===== src/rtl/axi_rd_arbiter.sv =====
// ---------------------------------------------------------------------------
// axi_rd_arbiter
//
// Two-requester read arbiter in front of a single AXI read adapter. Requester
// 0 is the DMA engine, requester 1 is the accelerator (XCEL). One burst is
// owned end to end: the granted requester's address phase is forwarded, then
// exactly len+1 data beats are routed back to it before the next arbitration.
// Ties are broken round-robin against the last requester that was served.
//
// Parameters
//   AXI_AWIDTH               address width
//   AXI_DWIDTH               data width
//
// Ports
//   clk                      sole clock, rising edge
//   resetn                   asynchronous active-low reset
//   req_read_request_valid   [1:0] request valid per requester (0=DMA,1=XCEL)
//   req_read_request_ready   [1:0] request accepted per requester
//   req_read_addr            [2*AXI_AWIDTH-1:0] packed start addresses
//   req_read_len             [63:0] packed 32-bit lengths (beats - 1)
//   req_read_size            [5:0]  packed 3-bit AXI size
//   req_read_burst           [3:0]  packed 2-bit AXI burst type
//   req_read_data            [AXI_DWIDTH-1:0] read data, broadcast
//   req_read_data_valid      [1:0] data valid per requester
//   req_read_data_ready      [1:0] data ready per requester
//   core_read_request_valid  request valid to the adapter
//   core_read_request_ready  adapter accepted the request
//   core_read_addr/len/size/burst  forwarded request fields (0 outside ADDR)
//   core_read_data           adapter read data
//   core_read_data_valid     adapter data valid
//   core_read_data_ready     data ready to the adapter
//   busy                     high whenever the arbiter is not idle
//   owner                    index of the currently granted requester
// ---------------------------------------------------------------------------
module axi_rd_arbiter #(
  parameter int AXI_AWIDTH = 32,
  parameter int AXI_DWIDTH = 32
) (
  input  logic                      clk,
  input  logic                      resetn,
  input  logic [1:0]                req_read_request_valid,
  output logic [1:0]                req_read_request_ready,
  input  logic [2*AXI_AWIDTH-1:0]   req_read_addr,
  input  logic [63:0]               req_read_len,
  input  logic [5:0]                req_read_size,
  input  logic [3:0]                req_read_burst,
  output logic [AXI_DWIDTH-1:0]     req_read_data,
  output logic [1:0]                req_read_data_valid,
  input  logic [1:0]                req_read_data_ready,
  output logic                      core_read_request_valid,
  input  logic                      core_read_request_ready,
  output logic [AXI_AWIDTH-1:0]     core_read_addr,
  output logic [31:0]               core_read_len,
  output logic [2:0]                core_read_size,
  output logic [1:0]                core_read_burst,
  input  logic [AXI_DWIDTH-1:0]     core_read_data,
  input  logic                      core_read_data_valid,
  output logic                      core_read_data_ready,
  output logic                      busy,
  output logic                      owner
);

  typedef enum logic [1:0] {
    ST_IDLE = 2'd0,
    ST_ADDR = 2'd1,
    ST_DATA = 2'd2
  } state_t;

  // Places a single-bit value on the lane of the given requester, zero on the
  // other lane, so the non-owner never sees a ready or valid.
  function automatic logic [1:0] lane_of(input logic sel, input logic val);
    logic [1:0] res;
    if (sel) begin
      res = {val, 1'b0};
    end else begin
      res = {1'b0, val};
    end
    return res;
  endfunction

  state_t      state_r;
  state_t      state_nxt_s;
  logic        owner_r;
  logic        owner_nxt_s;
  logic        last_r;
  logic        last_nxt_s;
  logic [31:0] len_q_r;
  logic [31:0] len_q_nxt_s;
  logic [31:0] cnt_r;
  logic [31:0] cnt_nxt_s;

  // Fields of the currently owned requester.
  logic                  own_valid_s;
  logic                  own_dready_s;
  logic [AXI_AWIDTH-1:0] own_addr_s;
  logic [31:0]           own_len_s;
  logic [2:0]            own_size_s;
  logic [1:0]            own_burst_s;
  logic                  beat_s;

  // Select the owner's request fields from the packed buses.
  always_comb begin
    if (owner_r) begin
      own_valid_s  = req_read_request_valid[1];
      own_dready_s = req_read_data_ready[1];
      own_addr_s   = req_read_addr[2*AXI_AWIDTH-1:AXI_AWIDTH];
      own_len_s    = req_read_len[63:32];
      own_size_s   = req_read_size[5:3];
      own_burst_s  = req_read_burst[3:2];
    end else begin
      own_valid_s  = req_read_request_valid[0];
      own_dready_s = req_read_data_ready[0];
      own_addr_s   = req_read_addr[AXI_AWIDTH-1:0];
      own_len_s    = req_read_len[31:0];
      own_size_s   = req_read_size[2:0];
      own_burst_s  = req_read_burst[1:0];
    end
  end

  assign beat_s = core_read_data_valid & own_dready_s;

  // State and bookkeeping registers; reset makes DMA win the first tie.
  always_ff @(posedge clk or negedge resetn) begin
    if (!resetn) begin
      state_r <= ST_IDLE;
      owner_r <= 1'b0;
      last_r  <= 1'b1;
      len_q_r <= 32'd0;
      cnt_r   <= 32'd0;
    end else begin
      state_r <= state_nxt_s;
      owner_r <= owner_nxt_s;
      last_r  <= last_nxt_s;
      len_q_r <= len_q_nxt_s;
      cnt_r   <= cnt_nxt_s;
    end
  end

  // Next-state logic and the combinational routing of both handshakes.
  always_comb begin
    state_nxt_s             = state_r;
    owner_nxt_s             = owner_r;
    last_nxt_s              = last_r;
    len_q_nxt_s             = len_q_r;
    cnt_nxt_s               = cnt_r;
    req_read_request_ready  = 2'b00;
    req_read_data           = {AXI_DWIDTH{1'b0}};
    req_read_data_valid     = 2'b00;
    core_read_request_valid = 1'b0;
    core_read_addr          = {AXI_AWIDTH{1'b0}};
    core_read_len           = 32'd0;
    core_read_size          = 3'd0;
    core_read_burst         = 2'd0;
    core_read_data_ready    = 1'b0;

    case (state_r)
      ST_IDLE: begin
        if (req_read_request_valid == 2'b11) begin
          owner_nxt_s = ~last_r;
          state_nxt_s = ST_ADDR;
        end else if (req_read_request_valid != 2'b00) begin
          owner_nxt_s = req_read_request_valid[1];
          state_nxt_s = ST_ADDR;
        end else begin
          state_nxt_s = ST_IDLE;
        end
      end

      ST_ADDR: begin
        core_read_request_valid = own_valid_s;
        core_read_addr          = own_addr_s;
        core_read_len           = own_len_s;
        core_read_size          = own_size_s;
        core_read_burst         = own_burst_s;
        req_read_request_ready  = lane_of(owner_r, core_read_request_ready);
        if (!own_valid_s) begin
          // Owner withdrew before the adapter took it: drop the grant.
          state_nxt_s = ST_IDLE;
        end else if (core_read_request_ready) begin
          len_q_nxt_s = own_len_s;
          cnt_nxt_s   = 32'd0;
          last_nxt_s  = owner_r;
          state_nxt_s = ST_DATA;
        end else begin
          state_nxt_s = ST_ADDR;
        end
      end

      ST_DATA: begin
        req_read_data        = core_read_data;
        req_read_data_valid  = lane_of(owner_r, core_read_data_valid);
        core_read_data_ready = own_dready_s;
        if (beat_s) begin
          if (cnt_r == len_q_r) begin
            // Final beat: no increment, so len 0xFFFFFFFF never wraps cnt.
            state_nxt_s = ST_IDLE;
          end else begin
            cnt_nxt_s   = cnt_r + 32'd1;
            state_nxt_s = ST_DATA;
          end
        end else begin
          state_nxt_s = ST_DATA;
        end
      end

      default: begin
        state_nxt_s = ST_IDLE;
      end
    endcase
  end

  assign busy  = (state_r != ST_IDLE);
  assign owner = owner_r;

endmodule


===== config.mk =====
export PLATFORM = sky130hd
export DESIGN_NAME = axi_rd_arbiter
export DESIGN_NICKNAME = d
export VERILOG_FILES = /design/src/rtl/axi_rd_arbiter.sv
export SDC_FILE = /design/constraint.sdc
export NUM_CORES = 1
export LEC_CHECK = 0
export ABC_AREA = 1
export CAP_MARGIN = 20
export CORE_UTILIZATION = 44
export CTS_BUF_LIST = sky130_fd_sc_hd__clkbuf_4 sky130_fd_sc_hd__clkbuf_8
export CTS_CLUSTER_SIZE = 14
export DETAILED_ROUTE_END_ITERATION = 8
export PLACE_DENSITY = 0.93
export SETUP_SLACK_MARGIN = 0.2
export SLEW_MARGIN = 15
export SYNTH_ARGS = -nofsm -noshare
export SYNTH_HDL_FRONTEND = slang
export SYNTH_SLANG_ARGS = --single-unit

===== constraint.sdc =====
create_clock -name clk -period 2.7 [get_ports clk]
set_input_delay 0.27 -clock clk [delete_from_list [all_inputs] [get_ports clk]]
set_output_delay 0.27 -clock clk [all_outputs]
set_load 0.05 [all_outputs]

# Yosys cells after proc, flatten, opt, wreduce, memory -nomap -nowiden
# Index checks and enable logic that the tools add are counted.
[totals]
ff_bits = 68
input_bits = 178
out_inout_bits = 109
elab_cells = 55
[op_classes]
n_addsub = 1
eq_ne = 8
n_mux = 31
bitwise = 2
reduce_logical = 8
[op_table]
columns = ["op", "n"]
rows = [
  ["$mux W32", 9],
  ["$pmux W32 S2", 1],
  ["$add A32 B1 Y32 const B", 1],
  ["$eq A32 B32 Y1", 1],
  ["$mux W2", 10],
  ["$mux W1", 8],
  ["$ne A2 B2 Y1 const B", 4],
  ["$reduce_bool A2 Y1", 4],
  ["$mux W3", 2],
  ["$pmux W2 S3", 1],
  ["$reduce_and A5 Y1", 1],
  ["$eq A2 B2 Y1 const B", 2],
  ["$reduce_and A3 Y1", 1],
  ["$eq A2 B1 Y1 const B", 1],
  ["$logic_not A2 Y1", 1],
  ["$reduce_and A2 Y1", 1],
  ["$and A1 B1 Y1", 1],
  ["$not A1 Y1", 1],
]

# Depth between registers and ports, before layout
# Gate-level depths: netlist (run 1).
[logic_depth]
depth_word = 4
ltp_mapped = 14
mapped_depth_nobuf = 13

# Least setup slack after synthesis (run 1)
# Ideal clock, no wire load.
[synth_timing]
path_type = "register to output"
start = "reg owner_r (netlist: owner)"
end = "out req_read_data_valid[1]"
arrival_ps = 2259
required_ps = 2430
setup_slack_ps = 171
stages_incl_launch_ff = 5
path_buffers = 2
path_cell_list = "dfrtp_1 -> buf_4 -> inv_1 -> clkbuf_1 -> nor3_1"
[synth_between]
elab_chain_cells = 2
[synth_lines]
columns = ["element", "line_no", "rtl"]
rows = [
  ["start: declaration", "83", "logic owner_r;"],
  ["start signal: assignment", "132", "owner_r <= owner_nxt_s;"],
  ["$mux W2", "73", "if (sel) begin"],
  ["$mux W2", "156", "case (state_r)"],
  ["end: declaration", "48", "output logic [1:0] req_read_data_valid,"],
]
# Every way passes these cells.

# Final worst setup path (run 1)
[layout_timing]
start = "reg state_r[1]"
end = "out req_read_request_ready[1]"
[layout_between]
elab_chain_cells = 2
[layout_lines]
columns = ["element", "line_no", "rtl"]
rows = [
  ["start: declaration", "81", "state_t state_r;"],
  ["start signal: assignment", "131", "state_r <= state_nxt_s;"],
  ["$eq A2 B1 Y1", "156", ""],
  ["$mux W2", "156", ""],
  ["end: declaration", "42", "output logic [1:0] req_read_request_ready,"],
]
# Every way passes these cells.

==> metrics.cfg, run 1 <==
[outcome]
status = completed

[routing]
drc = 0
avgRoutedWirePerCell_microns = 15.5
via_count = 6623
final_antenna_net_count = 0
drt_pre_antenna_iters = 5
wirelength_routed_mm = 19.7
via_per_inst = 5.19
dr.first_iter.drc_count = 547

[yosys]
yosys_warnings = 0
ys_types = 31
yosys.area_share.simple = 0.386
synthCells = 853
synthXorXnorAreaFrac = 0.0585
synth.mux.area_fraction = 0.0613
synth_compound_area_frac = 0.0835
avgSynthCellArea_sq_um = 6.32
synth_area_sq_um = 5390
seq_area_frac_synth = 0.316
synth_nets = 1032
adder_cell_fraction_of_synth_area = 0.00232
synth_top_family_by_area = simple AND/OR/NAND/NOR gates
number_of_synthesized_register_bits = 68

[floorplan]
core_sq_um = 12000
initial_utilization = 0.451
placement_rows = 40
ios = 287
chipWidth_microns = 113
floorplan.die.height_microns = 113
die_area_sq_um = 12700

[place]
post-place-ws_ns = 0.487
routabilityCongestion = 0.943
port_buffers = 286
detailedPlacementHpwl_mm = 15.6

[global_routing]
number_of_global_route_vias_before_repair = 6460
grt_max_degree = 68
global_route.overflow_total = 0
globalRouteTotalUtil = 0.311
initial_antenna_violation_count = 1
global_route_wire_length_before_repair_mm = 31.2

[worst_setup_path]
crit_type = flip-flop to output port
element_type_at_the_critical_path_end = output port
critical_path_peak_fanout = 28
critPathLaunchType = flip-flop
crit_required_ns = 2.43
critical_path_arrival_ns = 2.11

[clocking]
worst_setup_hold_path_clk_slew_ns = 0.07
cts-root-to-sink-buffers = 2
clock_insertion_delay_worst_skew_ns = 0.35
clock_tree.root_cell = sky130_fd_sc_hd__clkbuf_8
tritoncts_num_sinks = 68
numCtsBuffers = 9
cts-htree-levels = 3
tritoncts = done

[sta]
final_critical_path_setup_slack_ns = 0.324
rsz0062_at_grt = no
max_freq_mhz = 421
post-route-period-util = 0.880
finalSetupViolations = 0
maxSlewViolCount = 0
max_slew.worst_pin.slew_ns = 0.663
max_slew_margin = 0.556
setup_tns_final_ns = 0
hold-worst-slack_ns = 0.376
finalCriticalPeriod_ns = 2.38
worst_clock_skew_ns = 0.00843
report.final.hold_viol_count = 0

[worst_hold_path]
classification_of_the_worst_slack_hold_path = input port to asynchronous set/reset pin

[cells_and_area]
antennaDiodeCount = 0
final_util = 0.737
layout.nets = 1303
num-fill-cells = 894
post_synthesis_to_final_layout_area_growth_pct = 63.6
most_frequent_cells_in_the_layout = sky130_fd_sc_hd__nand2_1 (286), sky130_fd_sc_hd__clkdlybuf4s50_1 (178), sky130_fd_sc_hd__nor2_1 (138)
final_common_cell = sky130_fd_sc_hd__nand2_1
share_of_post_route_cells_with_drive_strength_above_1 = 0.127

[power]
irDropWorstVdd_mv = 0.499
p_leak_nw = 4.12
design_power_total_mw = 4.34
power-per-cell-area_nw_per_um2 = 492

[flow_run]
drv_cap = 0

[synth_stat cells]
library cell,n,area share
sky130_fd_sc_hd__a211oi_1,1,0.0014
sky130_fd_sc_hd__a21oi_1,43,0.040
sky130_fd_sc_hd__a31o_2,1,0.0016
sky130_fd_sc_hd__a31oi_1,1,0.0012
sky130_fd_sc_hd__buf_2,12,0.011
sky130_fd_sc_hd__buf_4,1,0.0014
sky130_fd_sc_hd__buf_6,3,0.0063
sky130_fd_sc_hd__clkbuf_1,28,0.019
sky130_fd_sc_hd__dfrtp_1,67,0.31
sky130_fd_sc_hd__dfstp_2,1,0.0049
sky130_fd_sc_hd__ha_1,1,0.0023
sky130_fd_sc_hd__inv_1,74,0.052
sky130_fd_sc_hd__inv_2,4,0.0028
sky130_fd_sc_hd__mux2i_1,33,0.061
sky130_fd_sc_hd__nand2_1,287,0.20
sky130_fd_sc_hd__nand2_2,3,0.0035
sky130_fd_sc_hd__nand2_4,1,0.0021
sky130_fd_sc_hd__nand3_1,46,0.043
sky130_fd_sc_hd__nand3_2,2,0.0037
sky130_fd_sc_hd__nand3b_1,1,0.0014
sky130_fd_sc_hd__nand4_1,5,0.0058
sky130_fd_sc_hd__nor2_1,138,0.096
sky130_fd_sc_hd__nor2_2,4,0.0046
sky130_fd_sc_hd__nor2_4,5,0.010
sky130_fd_sc_hd__nor3_1,9,0.0084
sky130_fd_sc_hd__nor3_2,4,0.0074
sky130_fd_sc_hd__o21a_1,1,0.0014
sky130_fd_sc_hd__o21ai_0,40,0.037
sky130_fd_sc_hd__o21ai_1,1,0.00093
sky130_fd_sc_hd__xnor2_1,29,0.047
sky130_fd_sc_hd__xor2_1,7,0.011
[repair_timing]
item,in CTS,in global routing
cloned,0,0
hold endpoints to repair,11,0
buffers inserted,0,0
endpoints found under the setup margin,27,1
resized for setup,27,1
hold buffers,1,0
[logic make-up (layout without fill, tap and decap cells)]
logic type	Yosys count	after routing
AO/OA/AOI/OAI	88	88
XOR/XNOR	36	36
adder cells (fa/ha/maj)	1	1
buffers and inverters	122	397
flip-flops	68	68
multiplexers	33	33
AND/OR/NAND/NOR	505	505
[registers in the layout (all words and copies together), names as in the netlist]
name     count
last_r       1
state_r      2
cnt_r       32
owner        1
len_q_r     32
[final cells by class]
type	count	area, sq um	share of cell area
Timing Repair Buffer	304	3270	0.371
Inverter	78	293	0.0332
Sequential cell	68	1710	0.194
Clock inverter	3	15.0	0.00170
Tap cell	147	184	0.0209
Clock buffer	12	146	0.0166
Multi-Input combinational cell	663	3200	0.363
[metrics by stage]
| stage | instances | cell area (sq um) |
|---|---|---|
| global route | 1275 | 8820 |
| CTS | 1275 | 8820 |
| floorplan | 853 | 5390 |
| detailed placement | 1259 | 8680 |
| finish | 1275 | 8820 |
| global placement | 1259 | 8680 |
[report_power, final]
part | total [mW] | leakage [nW] | internal, mW | switching [mW]
combinational | 2.02 | 3.13 | 0.891 | 1.13
clock | 0.734 | 0.0902 | 0.355 | 0.379
sequential | 1.58 | 0.901 | 1.27 | 0.315
total | 4.34 | 4.12 | 2.52 | 1.82
[final timing paths]
check | end | start | slack (ns) | cells past startpoint
setup / recovery | req_read_request_ready[1] | state_r[1] | 0.32 | 5
hold / removal | state_r[1] | resetn | 0.38 | 2
setup reg to reg | cnt_r[1] | state_r[0] | 0.50 | 8
hold reg to reg | last_r | last_r | 0.50 | 2
max in group asynchronous | cnt_r[13] | resetn | 1.47 | 3
min in group clk | last_r | last_r | 0.50 | 2
[layer usage]
metal  track usage  wire [microns]
met1         0.359            7590
met2         0.542            9590
met3        0.0868            1830
met4         0.134             686
met5             0              17
[critical path, stage by stage, from the launching register on]
cell	delay [ns]
sky130_fd_sc_hd__dfrtp_1	0.41
sky130_fd_sc_hd__nor2_1	0.28
sky130_fd_sc_hd__inv_2	0.28
sky130_fd_sc_hd__buf_4	0.29
sky130_fd_sc_hd__nor3_1	0.29
sky130_fd_sc_hd__buf_12	0.19
No activity file was read; power rests on OpenSTA's default activity.
==> run 2: changes to the inputs <==
clock period = 3 ns   (was 2.7 ns; I/O delays follow)
==> metrics.cfg, run 2 (same netlist as run 1, synthesis figures left out) <==
[outcome]
status = completed

[worst_setup_path]
ff2ff_setup_slack_ns = 0.38  ; -0.12 ns
cp_common_cell = sky130_fd_sc_hd__nor2_1
worst-path-buf-inv = 3  ; unchanged
critical_path_arrival_ns = 2.45  ; +0.34 ns
element_type_at_the_critical_path_end = output port
cpPeakStageDelay_ns = 0.81  ; +0.40 ns
critical_path_peak_fanout = 23  ; -18%
crit_chain = nor2_1, inv_2, buf_4, nor2_1, clkdlybuf4s50_1
critPathLaunchType = flip-flop
crit_type = flip-flop to output port
worst_path_dominant_cell_family = buffers and inverters
timing.critical_path.slowest_stage_cell = sky130_fd_sc_hd__clkdlybuf4s50_1
crit_required_ns = 2.70  ; +0.27 ns

[power]
p_leak_nw = 4.36  ; +5.8%
design_power_total_mw = 4.16  ; -4.1%
power-per-cell-area_nw_per_um2 = 461  ; -6.3%
irDropWorstVdd_mv = 0.374  ; -25%

[clocking]
tritoncts_num_sinks = 68  ; unchanged
cts-root-to-sink-buffers = 2  ; unchanged
numCtsBuffers = 9  ; unchanged
worst_setup_hold_path_clk_slew_ns = 0.08  ; about the same
cts_hold_buffers = 0  ; -1
tritoncts = done
clock_tree.root_cell = sky130_fd_sc_hd__clkbuf_8
clock_insertion_delay_worst_skew_ns = 0.36  ; about the same
cts-htree-levels = 3  ; unchanged

[global_routing]
initial_antenna_violation_count = 0  ; -1
number_of_global_route_vias_before_repair = 6459  ; -0.015%
global_route_wire_length_before_repair_mm = 30.9  ; -0.75%
globalRouteTotalUtil = 0.309  ; -0.00218
grt_max_degree = 69  ; +1.5%
global_route.overflow_total = 0  ; unchanged

[place]
routabilityCongestion = 0.969  ; +2.7%
post-place-ws_ns = 0.413  ; -0.0737 ns
detailedPlacementHpwl_mm = 15.3  ; -1.7%
port_buffers = 286  ; unchanged

[sta]
hold-worst-slack_ns = 0.124  ; -0.253 ns
finalCriticalPeriod_ns = 2.75
setup_tns_final_ns = 0  ; unchanged
maxSlewViolCount = 0  ; unchanged
finalSetupViolations = 0  ; unchanged
max_slew.worst_pin.slew_ns = 0.851  ; +0.187 ns
max_slew_margin = 0.433  ; -0.123
rsz0062_at_grt = yes
report.final.hold_viol_count = 0  ; unchanged
worst_clock_skew_ns = 0.00697  ; -0.00146 ns
final_critical_path_setup_slack_ns = 0.249  ; -0.0759 ns
max_freq_mhz = 363
post-route-period-util = 0.917

[routing]
via_per_inst = 5.29  ; +1.8%
wirelength_routed_mm = 19.8  ; +0.72%
drc = 0  ; unchanged
via_count = 6756  ; +2.0%
drt_pre_antenna_iters = 5  ; unchanged
final_antenna_net_count = 0  ; unchanged
dr.first_iter.drc_count = 568  ; +3.8%
avgRoutedWirePerCell_microns = 15.5  ; +0.56%

[floorplan]
core_sq_um = 12000  ; unchanged
placement_rows = 40  ; unchanged
die_area_sq_um = 12700  ; unchanged
floorplan.die.height_microns = 113  ; unchanged
chipWidth_microns = 113  ; unchanged
ios = 287  ; unchanged
initial_utilization = 0.451  ; unchanged

[cells_and_area]
final_common_cell = sky130_fd_sc_hd__nand2_1
share_of_post_route_cells_with_drive_strength_above_1 = 0.0965  ; -0.0302
post_synthesis_to_final_layout_area_growth_pct = 67.5
most_frequent_cells_in_the_layout = sky130_fd_sc_hd__nand2_1 (286), sky130_fd_sc_hd__clkdlybuf4s50_1 (223), sky130_fd_sc_hd__nor2_1 (138)
layout.nets = 1304  ; +0.077%
largestRegisters = cnt_r x32, len_q_r x32, state_r x2

[worst_hold_path]
classification_of_the_worst_slack_hold_path = input port to asynchronous set/reset pin

[flow_run]
drv_cap = 0  ; unchanged

-- run 2: changes by cell type in the layout (fill, tap and decap cells not counted), moves of 2 or more --
cell / previous run / this run
sky130_fd_sc_hd__bufinv_16: 0 / 2
sky130_fd_sc_hd__clkdlybuf4s50_1: 178 / 223
sky130_fd_sc_hd__dlymetal6s2s_1: 0 / 17
sky130_fd_sc_hd__dlygate4sd2_1: 27 / 0
sky130_fd_sc_hd__buf_12: 41 / 39
sky130_fd_sc_hd__buf_4: 56 / 24
sky130_fd_sc_hd__clkinv_2: 3 / 1
sky130_fd_sc_hd__clkbuf_4: 3 / 0
sky130_fd_sc_hd__clkbuf_8: 9 / 11
-- run 2: per-layer routing --
metal  global-route usage  up-vias  wire length (microns)
li1                     -     3202                      -
met1                0.362     3090                   7380
met2                0.530      392                   9820
met3               0.0841       72                   1930
met4                0.138        0                    731
met5                    0        -                      0
-- run 2: where the power goes --
part           leakage [nW]  switching (mW)  total, mW  internal (mW)
Combinational          3.34            1.05       1.89          0.837
Clock                 0.111           0.360      0.867          0.507
Sequential            0.901           0.261       1.40           1.14
Total                  4.36            1.67       4.16           2.49
-- run 2: layout make-up --
| type | instances | area, sq um |
|---|---|---|
| antenna | 1 | 2.50 |
| clock buffer | 11 | 151 |
| clock inverter | 4 | 72.6 |
| fill | 813 | 2930 |
| inverter | 78 | 293 |
| multi-input combinational | 663 | 3200 |
| sequential | 68 | 1710 |
| tap | 147 | 184 |
| timing repair buffer | 305 | 3420 |
-- run 2: stage by stage --
step,utilization,cell area (sq um),std cells
after floorplan,-,5390,853
after global placement,0.731,8750,1260
after detailed placement,0.731,8750,1260
after CTS,0.750,8970,1275
after global routing,0.755,9030,1276
final,0.755,9030,1277
-- run 2: timing repair --
action                     CTS  global route
gates resized for setup      0            17
setup buffers                0             1
setup endpoints to repair    0            18
-- run 2: path summary, 6_finish.rpt --
| kind | to | cells after the start | from |
|---|---|---|---|
| min in group clk | last_r | 2 | last_r |
| hold reg to reg | last_r | 2 | last_r |
| hold / removal | cnt_r[28] | 2 | resetn |
| max in group asynchronous | owner | 2 | resetn |
| setup / recovery | core_read_len[30] | 5 | state_r[1] |
| setup reg to reg | cnt_r[13] | 7 | owner |
-- run 2: worst reg2reg max path, stage by stage (launching register included) --
cell                      delay, ns
sky130_fd_sc_hd__dfrtp_4       0.61
sky130_fd_sc_hd__buf_6         0.21
sky130_fd_sc_hd__o21ai_0       0.28
sky130_fd_sc_hd__a21oi_1       0.16
sky130_fd_sc_hd__nor2_4        0.65
sky130_fd_sc_hd__nand2_4       0.38
sky130_fd_sc_hd__nand2_1       0.17
sky130_fd_sc_hd__nand2_1       0.06
